===== config.mk =====
export PLATFORM = sky130hd
export DESIGN_NAME = dec_conditioner
export DESIGN_NICKNAME = d
export VERILOG_FILES = /design/src/rtl/dec_cond_pkg.sv /design/src/rtl/sync2.sv /design/src/rtl/dec_conditioner.sv
export SDC_FILE = /design/constraint.sdc
export NUM_CORES = 1
export LEC_CHECK = 0
export ABC_CLOCK_PERIOD_IN_PS = 3350
export CAP_MARGIN = 5
export CORE_ASPECT_RATIO = 1.75
export CORE_UTILIZATION = 60
export CTS_BUF_LIST = sky130_fd_sc_hd__clkbuf_4
export DETAILED_ROUTE_END_ITERATION = 7
export GPL_ROUTABILITY_DRIVEN = 0
export PLACE_DENSITY_LB_ADDON = 0.1
export SETUP_SLACK_MARGIN = 0.05
export SLEW_MARGIN = 25
export SYNTH_ARGS = -nofsm -noshare
export SYNTH_HDL_FRONTEND = slang
export SYNTH_SLANG_ARGS = --single-unit

===== constraint.sdc =====
create_clock -name clk -period 3.35 [get_ports clk]
set_input_delay 1.005 -clock clk [delete_from_list [all_inputs] [get_ports clk]]
set_output_delay 1.005 -clock clk [all_outputs]
set_load 0.02 [all_outputs]

===== src/rtl/dec_cond_pkg.sv =====
// Shared types and default timing constants for the decrement button conditioner.
package dec_cond_pkg;

  typedef enum logic [1:0] {
    IDLE,
    DEB_PRESS,
    HELD,
    DEB_RELEASE
  } dec_state_t;

  localparam int unsigned DEF_DEBOUNCE_CYCLES = 500000;
  localparam int unsigned DEF_REPEAT_DELAY    = 25000000;
  localparam int unsigned DEF_REPEAT_PERIOD   = 5000000;

endpackage


===== src/rtl/sync2.sv =====
// Two-flop synchronizer with a configurable reset level.
module sync2 #(
  parameter logic RESET_VAL = 1'b0
) (
  input  logic i_clk,
  input  logic i_rst,
  input  logic i_d,
  output logic o_q
);

  logic r_meta;
  logic r_sync;

  always_ff @(posedge i_clk) begin
    if (!i_rst) begin
      r_meta <= RESET_VAL;
      r_sync <= RESET_VAL;
    end else begin
      r_meta <= i_d;
      r_sync <= r_meta;
    end
  end

  assign o_q = r_sync;

endmodule


===== src/rtl/dec_conditioner.sv =====
// Debounces an active-low push-button into one-cycle decrement pulses and a held level.
// Define DEC_CONDITIONER_AUTOREPEAT_EN to add auto-repeat pulses while the button is held.
module dec_conditioner
  import dec_cond_pkg::*;
#(
  parameter int unsigned DEBOUNCE_CYCLES = DEF_DEBOUNCE_CYCLES,
  parameter int unsigned REPEAT_DELAY    = DEF_REPEAT_DELAY,
  parameter int unsigned REPEAT_PERIOD   = DEF_REPEAT_PERIOD
) (
  input  logic clk,
  input  logic rst,
  input  logic btn,
  output logic dec,
  output logic pressed
);

  localparam int unsigned DebW = $clog2(DEBOUNCE_CYCLES);
  localparam logic [DebW-1:0] DebMax = DebW'(DEBOUNCE_CYCLES - 1);

  if (DEBOUNCE_CYCLES < 2 || REPEAT_DELAY < 2 || REPEAT_PERIOD < 2) begin : g_param_check
    $error("dec_conditioner: timing parameters must be 2 or more");
  end

  dec_state_t      r_state;
  logic [DebW-1:0] r_cnt;
  logic            r_dec;
  logic            r_pressed;
  logic            w_btn_raw_s;
  logic            w_btn_s;
  logic            w_rep_fire;

  // Raw button idles high, so the synchronizer resets to the released level.
  sync2 #(
    .RESET_VAL(1'b1)
  ) u_sync (
    .i_clk(clk),
    .i_rst(rst),
    .i_d  (btn),
    .o_q  (w_btn_raw_s)
  );

  assign w_btn_s = ~w_btn_raw_s;

`ifdef DEC_CONDITIONER_AUTOREPEAT_EN
  localparam int unsigned RepMax = (REPEAT_DELAY > REPEAT_PERIOD) ? REPEAT_DELAY : REPEAT_PERIOD;
  localparam int unsigned RepW   = $clog2(RepMax);

  logic [RepW-1:0] r_rep_cnt;
  logic            r_rep_phase;
  logic [RepW-1:0] w_rep_target;
  logic            w_in_hold;

  assign w_in_hold    = (r_state == HELD) && w_btn_s;
  assign w_rep_target = r_rep_phase ? RepW'(REPEAT_PERIOD - 1) : RepW'(REPEAT_DELAY - 1);
  assign w_rep_fire   = w_in_hold && (r_rep_cnt == w_rep_target);

  // Phase 0 times the initial delay, phase 1 the steady repeat period.
  always_ff @(posedge clk) begin
    if (!rst || !w_in_hold) begin
      r_rep_cnt   <= '0;
      r_rep_phase <= 1'b0;
    end else if (w_rep_fire) begin
      r_rep_cnt   <= '0;
      r_rep_phase <= 1'b1;
    end else begin
      r_rep_cnt <= r_rep_cnt + RepW'(1);
    end
  end
`else
  assign w_rep_fire = 1'b0;
`endif

  always_ff @(posedge clk) begin
    if (!rst) begin
      r_state   <= IDLE;
      r_cnt     <= '0;
      r_dec     <= 1'b0;
      r_pressed <= 1'b0;
    end else begin
      r_dec <= 1'b0;
      unique case (r_state)
        IDLE: begin
          if (w_btn_s) begin
            r_state <= DEB_PRESS;
            r_cnt   <= '0;
          end
        end
        DEB_PRESS: begin
          if (!w_btn_s) begin
            r_state <= IDLE;
          end else if (r_cnt == DebMax) begin
            r_state   <= HELD;
            r_dec     <= 1'b1;
            r_pressed <= 1'b1;
          end else begin
            r_cnt <= r_cnt + DebW'(1);
          end
        end
        HELD: begin
          if (!w_btn_s) begin
            r_state <= DEB_RELEASE;
            r_cnt   <= '0;
          end else if (w_rep_fire) begin
            r_dec <= 1'b1;
          end
        end
        DEB_RELEASE: begin
          if (w_btn_s) begin
            r_state <= HELD;
          end else if (r_cnt == DebMax) begin
            r_state   <= IDLE;
            r_pressed <= 1'b0;
          end else begin
            r_cnt <= r_cnt + DebW'(1);
          end
        end
        default: r_state <= IDLE;
      endcase
    end
  end

  assign dec     = r_dec;
  assign pressed = r_pressed;

endmodule


# Word-level counts from Yosys, hierarchy flattened
# Index checks and enable logic that the tools add are counted.
# W data, S select, Z words.
[totals] ff_bits=25 out_inout_bits=2 elab_cells=46 in_bits=3
[op_classes] mux=19 n_reduce_logical=6 bitwise=2 add_sub_neg=1 eq_ne=12
[op_table] operator="$mux W19" n=5
[op_table] operator="$pmux W19 S4" n=1
[op_table] operator="$add A19 B1 Y19 const B" n=1
[op_table] operator="$eq A19 B19 Y1 const B" n=1
[op_table] operator="$mux W2" n=6
[op_table] operator="$ne A2 B2 Y1 const B" n=4
[op_table] operator="$pmux W2 S4" n=1
[op_table] operator="$reduce_and A4 Y1" n=2
[op_table] operator="$mux W1" n=5
[op_table] operator="$reduce_and A5 Y1" n=1
[op_table] operator="$eq A2 B2 Y1 const B" n=2
[op_table] operator="$ne A2 B1 Y1 const B" n=2
[op_table] operator="$ne A3 B2 Y1 const B" n=1
[op_table] operator="$ne A3 B3 Y1 const B" n=1
[op_table] operator="$reduce_or A3 Y1" n=1
[op_table] operator="$eq A2 B1 Y1 const B" n=1
[op_table] operator="$logic_not A2 Y1" n=1
[op_table] operator="$not A1 Y1" n=2
[op_table] operator="$pmux W1 S2" n=1
[op_table] operator="$reduce_bool A2 Y1" n=1

# Longest topological paths before layout
[logic_depth] ltp_word=4 ltp_mapped=6

# Hierarchy
# Synthesis repeated with hierarchy kept, for this count alone.
[unflattened] cells_unflattened=165 hier_area_um2=1378.8
[modules_own_cells] module="dec_conditioner" n_inst=1 area_each_um2=1326.3 cells_per_inst=161
[modules_own_cells] module="sync2" n_inst=1 area_each_um2=52.6 cells_per_inst=4

# Worst setup path after synthesis
# Ideal clock, no wire load.
[synth_path] path_kind="input to register" from="in rst" to="reg r_dec (netlist: dec)" setup_ns=0.092 slack_ns=1.554 t_arrival_ns=1.704 path_stages=3 path_cell_list="clkbuf_1 > clkinv_1 > nor4_1"
[synth_between] elab_chain_cells=2
[synth_rtl] element="start, declared" line="dec_conditioner.sv:11" source="input logic rst,"
[synth_rtl] element="$not A1 Y1 (no line)"
[synth_rtl] element="$reduce_or A3 Y1 (no line)"
[synth_rtl] element="end signal, assigned" line="dec_conditioner.sv:77" source="r_dec <= 1'b0;"
[synth_rtl] element="end signal, assigned" line="dec_conditioner.sv:80" source="r_dec <= 1'b0;"
[synth_rtl] element="end signal, assigned" line="dec_conditioner.sv:93" source="r_dec <= 1'b1;"
[synth_rtl] element="end, declared" line="dec_conditioner.sv:26" source="logic r_dec;"
# No other way between the ends.
# A chain may end at the register's enable or synchronous reset.

# Final worst setup path
[layout_path] from="reg r_pressed (netlist: pressed)" to="out pressed"
[layout_lines] element="start, declared" line="dec_conditioner.sv:27" source="logic r_pressed;"
[layout_lines] element="start signal, assigned" line="dec_conditioner.sv:78" source="r_pressed <= 1'b0;"
[layout_lines] element="start signal, assigned" line="dec_conditioner.sv:94" source="r_pressed <= 1'b1;"
[layout_lines] element="start signal, assigned" line="dec_conditioner.sv:112" source="r_pressed <= 1'b0;"
[layout_lines] element="end, declared" line="dec_conditioner.sv:14" source="output logic pressed"
# No word-level cell between the ends.

==> flow_results.xml <==
<?xml version="1.0" encoding="UTF-8"?>
<metrics>
  <group name="setup_path">
    <metric name="ff2ff_path_depth" unit="">5</metric>
    <metric name="worstSetupPathDepth" unit="">1</metric>
    <metric name="terminus_of_the_critical_flop_to_flop_path" unit="">r_cnt[18]$_SDFFE_PN0P_</metric>
    <metric name="required" unit="ns">2.34</metric>
    <metric name="crit_path_start_kind" unit="">flip-flop</metric>
    <metric name="regToRegStartpoint" unit="">r_cnt[0]$_SDFFE_PN0P_</metric>
    <metric name="cp_slowest_cell" unit="">sky130_fd_sc_hd__clkdlybuf4s50_1</metric>
    <metric name="critical_path.top_delay_family" unit="">buffers and inverters</metric>
    <metric name="worstPathCellList" unit="">clkdlybuf4s50_1</metric>
    <metric name="worst_setup_path_end_kind" unit="">output port</metric>
    <metric name="timing.critical_path.fanout_max" unit="">3</metric>
    <metric name="setup.worst_path.start" unit="">pressed$_SDFFE_PN0P_</metric>
    <metric name="slowest_delay" unit="ns">0.60</metric>
    <metric name="worstSetupPathType" unit="">flip-flop to output port</metric>
    <metric name="reg2reg_slack" unit="ns">1.40</metric>
    <metric name="timing.critical_path.buf_inv" unit="">1</metric>
    <metric name="cp_data_arrival_time" unit="ns">1.30</metric>
  </group>
  <group name="sta">
    <metric name="worst_clock_skew" unit="ns">0.00146</metric>
    <metric name="worst_slew_pin_tran" unit="ns">0.874</metric>
    <metric name="fmax" unit="MHz">434</metric>
    <metric name="tns" unit="ns">0</metric>
    <metric name="finalSetupViolations" unit="">0</metric>
    <metric name="rsz0062_at_grt" unit="">false</metric>
    <metric name="finalCriticalPeriod" unit="ns">2.31</metric>
    <metric name="timing_max_transition_violations_final" unit="">0</metric>
    <metric name="hold_violations" unit="">0</metric>
    <metric name="maxSlewHeadroom" unit="%">41.7</metric>
    <metric name="layout_worst_path_cycle_share" unit="%">68.8</metric>
  </group>
  <group name="pwr">
    <metric name="comb_power_share" unit="%">5.4</metric>
    <metric name="worst_ir_drop_vdd" unit="V">0.000210</metric>
    <metric name="finalPower" unit="mW">0.472</metric>
    <metric name="cellLeakagePower" unit="nW">0.491</metric>
    <metric name="switching_power" unit="mW">0.116</metric>
    <metric name="power_density" unit="nW/um^2">326</metric>
    <metric name="p_clk_share" unit="%">30.2</metric>
    <metric name="power_switching_share" unit="%">24.6</metric>
    <metric name="internal-power" unit="mW">0.356</metric>
    <metric name="pwr-share-seq" unit="%">64.4</metric>
  </group>
  <group name="die">
    <metric name="design.die.area" unit="sq um">2480</metric>
    <metric name="io-pin-count" unit="">5</metric>
    <metric name="floorplan.rows" unit="">22</metric>
    <metric name="die_height" unit="um">65.1</metric>
    <metric name="core-area" unit="sq um">2120</metric>
    <metric name="die_x" unit="um">38.0</metric>
    <metric name="floorplan.initialDensity" unit="%">64.3</metric>
  </group>
  <group name="run_status">
    <metric name="status" unit="">finished clean</metric>
  </group>
  <group name="grt">
    <metric name="global_routing_usage_summed_across_all_routing_layers" unit="%">26.4</metric>
    <metric name="first_pass_grt_wire_length" unit="mm">4.73</metric>
    <metric name="globalRouteOverflowTotal" unit="">0</metric>
    <metric name="largest_net_degree_at_the_start_of_global_routing" unit="">25</metric>
    <metric name="grt_antenna_before_repair" unit="">0</metric>
    <metric name="first_global_vias" unit="">1107</metric>
  </group>
  <group name="detailed_routing">
    <metric name="vias_per_cell" unit="">6.51</metric>
    <metric name="detail_route.iter0.violations" unit="">51</metric>
    <metric name="routed_wire_per_std_cell" unit="um">15.4</metric>
    <metric name="post-route-drc-count" unit="">0</metric>
    <metric name="first_pass_drt_iterations" unit="">4</metric>
    <metric name="postRouteWirelength" unit="mm">2.93</metric>
    <metric name="final_antenna_net_count" unit="">0</metric>
    <metric name="detailroute.via_count" unit="">1236</metric>
  </group>
  <group name="layout">
    <metric name="final_net_count" unit="">171</metric>
    <metric name="fillCellCount" unit="">173</metric>
    <metric name="layoutNonFillerInstCount" unit="">190</metric>
    <metric name="layout.cells.most_common_list" unit="">sky130_fd_sc_hd__dfxtp_1, sky130_fd_sc_hd__nand2_1, sky130_fd_sc_hd__nand3_1, sky130_fd_sc_hd__o21ai_0, sky130_fd_sc_hd__a21boi_0</metric>
    <metric name="layout_commonest_cell" unit="">sky130_fd_sc_hd__dfxtp_1</metric>
    <metric name="final_layout_size_suffix_gt1_share" unit="%">9.64</metric>
    <metric name="n_antenna_cell" unit="">0</metric>
    <metric name="area_growth" unit="%">6.06</metric>
  </group>
  <group name="clock_network">
    <metric name="cts.sink_count" unit="">25</metric>
    <metric name="clkTransAtPathRegs" unit="ns">0.14</metric>
    <metric name="clock-root-buffer" unit="">sky130_fd_sc_hd__clkbuf_4</metric>
    <metric name="ctsLongestPathBuffers" unit="">2</metric>
    <metric name="cts_post_setup_buffers_inserted" unit="">0</metric>
    <metric name="cts_tree" unit="">yes</metric>
    <metric name="htree_levels" unit="">1</metric>
    <metric name="cts_resized" unit="">0</metric>
    <metric name="latest_clock_arrival_within_the_worst_skew_pair" unit="ns">0.33</metric>
    <metric name="clock_buffer_count_from_cts" unit="">3</metric>
    <metric name="cts_hold_buffers" unit="">0</metric>
  </group>
  <group name="placement">
    <metric name="final_hpwl_dp" unit="mm">2.05</metric>
    <metric name="dpl.cell_count" unit="">186</metric>
    <metric name="port_buffers" unit="">4</metric>
  </group>
  <group name="flow_run">
    <metric name="maxCapViolations" unit="">0</metric>
  </group>
  <group name="yosys">
    <metric name="mappedNetlistArea" unit="sq um">1360</metric>
    <metric name="postSynthCellCount" unit="">163</metric>
    <metric name="synth_seq_area_share" unit="%">36.7</metric>
    <metric name="post-synth-top-area-fraction" unit="%">36.7</metric>
    <metric name="postSynth.asyncResetShare" unit="%">0</metric>
    <metric name="synth_ff_type" unit="">sky130_fd_sc_hd__dfxtp_1</metric>
    <metric name="average_cell_area_after_synthesis" unit="sq um">8.37</metric>
    <metric name="yosys_warnings" unit="">0</metric>
    <metric name="yosys.area.top_type" unit="">sky130_fd_sc_hd__dfxtp_1</metric>
    <metric name="ys_seq_elements" unit="">25</metric>
    <metric name="mappedNetlistNets" unit="">167</metric>
    <metric name="top_cells_by_area_synth" unit="">sky130_fd_sc_hd__dfxtp_1, sky130_fd_sc_hd__a21boi_0, sky130_fd_sc_hd__nand2_1</metric>
    <metric name="ys_types" unit="">45</metric>
    <metric name="synth_enable_flop_cells" unit="">0</metric>
  </group>
  <group name="min_path">
    <metric name="worst_hold_path_depth" unit="">1</metric>
    <metric name="hold_path.class" unit="">flip-flop to flip-flop</metric>
    <metric name="min_delay_worst_endpoint" unit="">u_sync.o_q$_SDFF_PN1_</metric>
    <metric name="hold_path_startpoint" unit="">u_sync.r_meta$_SDFF_PN1_</metric>
  </group>
</metrics>
[Yosys cell counts (3+ instances only)]
cell / count
sky130_fd_sc_hd__or3_1: 4
sky130_fd_sc_hd__o21ai_0: 11
sky130_fd_sc_hd__nand4_1: 4
sky130_fd_sc_hd__and3_1: 5
sky130_fd_sc_hd__a21oi_1: 6
sky130_fd_sc_hd__a31oi_1: 6
sky130_fd_sc_hd__nor3_1: 3
sky130_fd_sc_hd__nand2_1: 18
sky130_fd_sc_hd__nor2_1: 5
sky130_fd_sc_hd__dfxtp_1: 25
sky130_fd_sc_hd__nand3_1: 11
sky130_fd_sc_hd__clkbuf_1: 7
sky130_fd_sc_hd__nor4_1: 6
sky130_fd_sc_hd__o21a_1: 6
sky130_fd_sc_hd__a21boi_0: 9
[through the flow]
step	instance area [sq um]	util [%]	setup slack, ns	hold WS [ns]
floorplan	1360	-	1.55	0.386
global placement	1420	66.9	1.07	0.397
detailed placement	1420	66.9	1.03	0.398
CTS	1450	68.2	1.04	0.431
global route	1450	68.2	0.963	0.452
finish	1450	68.2	1.04	0.428
[power by group through the flow]
stage | clock network, mW | logic (mW) | registers [mW]
floorplan | 0 | 0.0151 | 0.310
global route | 0.156 | 0.0281 | 0.305
detailed placement | 0 | 0.0253 | 0.310
global placement | 0 | 0.0240 | 0.310
finish | 0.142 | 0.0254 | 0.304
CTS | 0.143 | 0.0254 | 0.304
[cells by family (layout without fill, tap and decap cells)]
group                    after synthesis  count (layout)  synth area share, %
buffers and inverters                 11              14                 3.58
AO/OA/AOI/OAI                         48              48                 22.6
AND/OR/NAND/NOR                       75              75                 34.2
XOR/XNOR                               2               2                 1.28
multiplexers                           1               1                0.734
adder cells (fa/ha/maj)                1               1                0.917
flip-flops                            25              25                 36.7
[metal layers]
metal	routed length, um	track usage [%]	up-vias
li1	-	-	623
met1	1250	29.4	592
met2	1570	47.9	16
met3	54	2.05	5
met4	50	10.7	0
met5	0	0	-
[sequential cells by signal (all words and copies together), names as in the netlist, named ones only]
register / count
u_sync.o_q: 1
pressed: 1
u_sync.r_meta: 1
dec: 1
r_cnt: 19
r_state: 1
[worst max path at each step]
| stage | slack [ns] | end |
|---|---|---|
| 5_1_grt | 0.96 | pressed |
| 6_report | 1.04 | pressed |
| 2_1_floorplan | 1.55 | dec$_SDFF_PP0_ |
| 4_1_cts | 1.04 | pressed |
| 3_5_place_dp | 1.03 | dec$_SDFF_PP0_ |
| 3_3_place_gp | 1.07 | dec$_SDFF_PP0_ |
[layout make-up]
type	count	area, sq um	area share, %
multi-input combinational	127	815	56.3
sequential	25	500	34.6
timing repair buffer	7	62.6	4.33
tap	24	30.0	2.08
clock buffer	3	22.5	1.56
inverter	3	11.3	0.779
clock inverter	1	5.00	0.346
No activity file was read; power rests on OpenSTA's default activity.
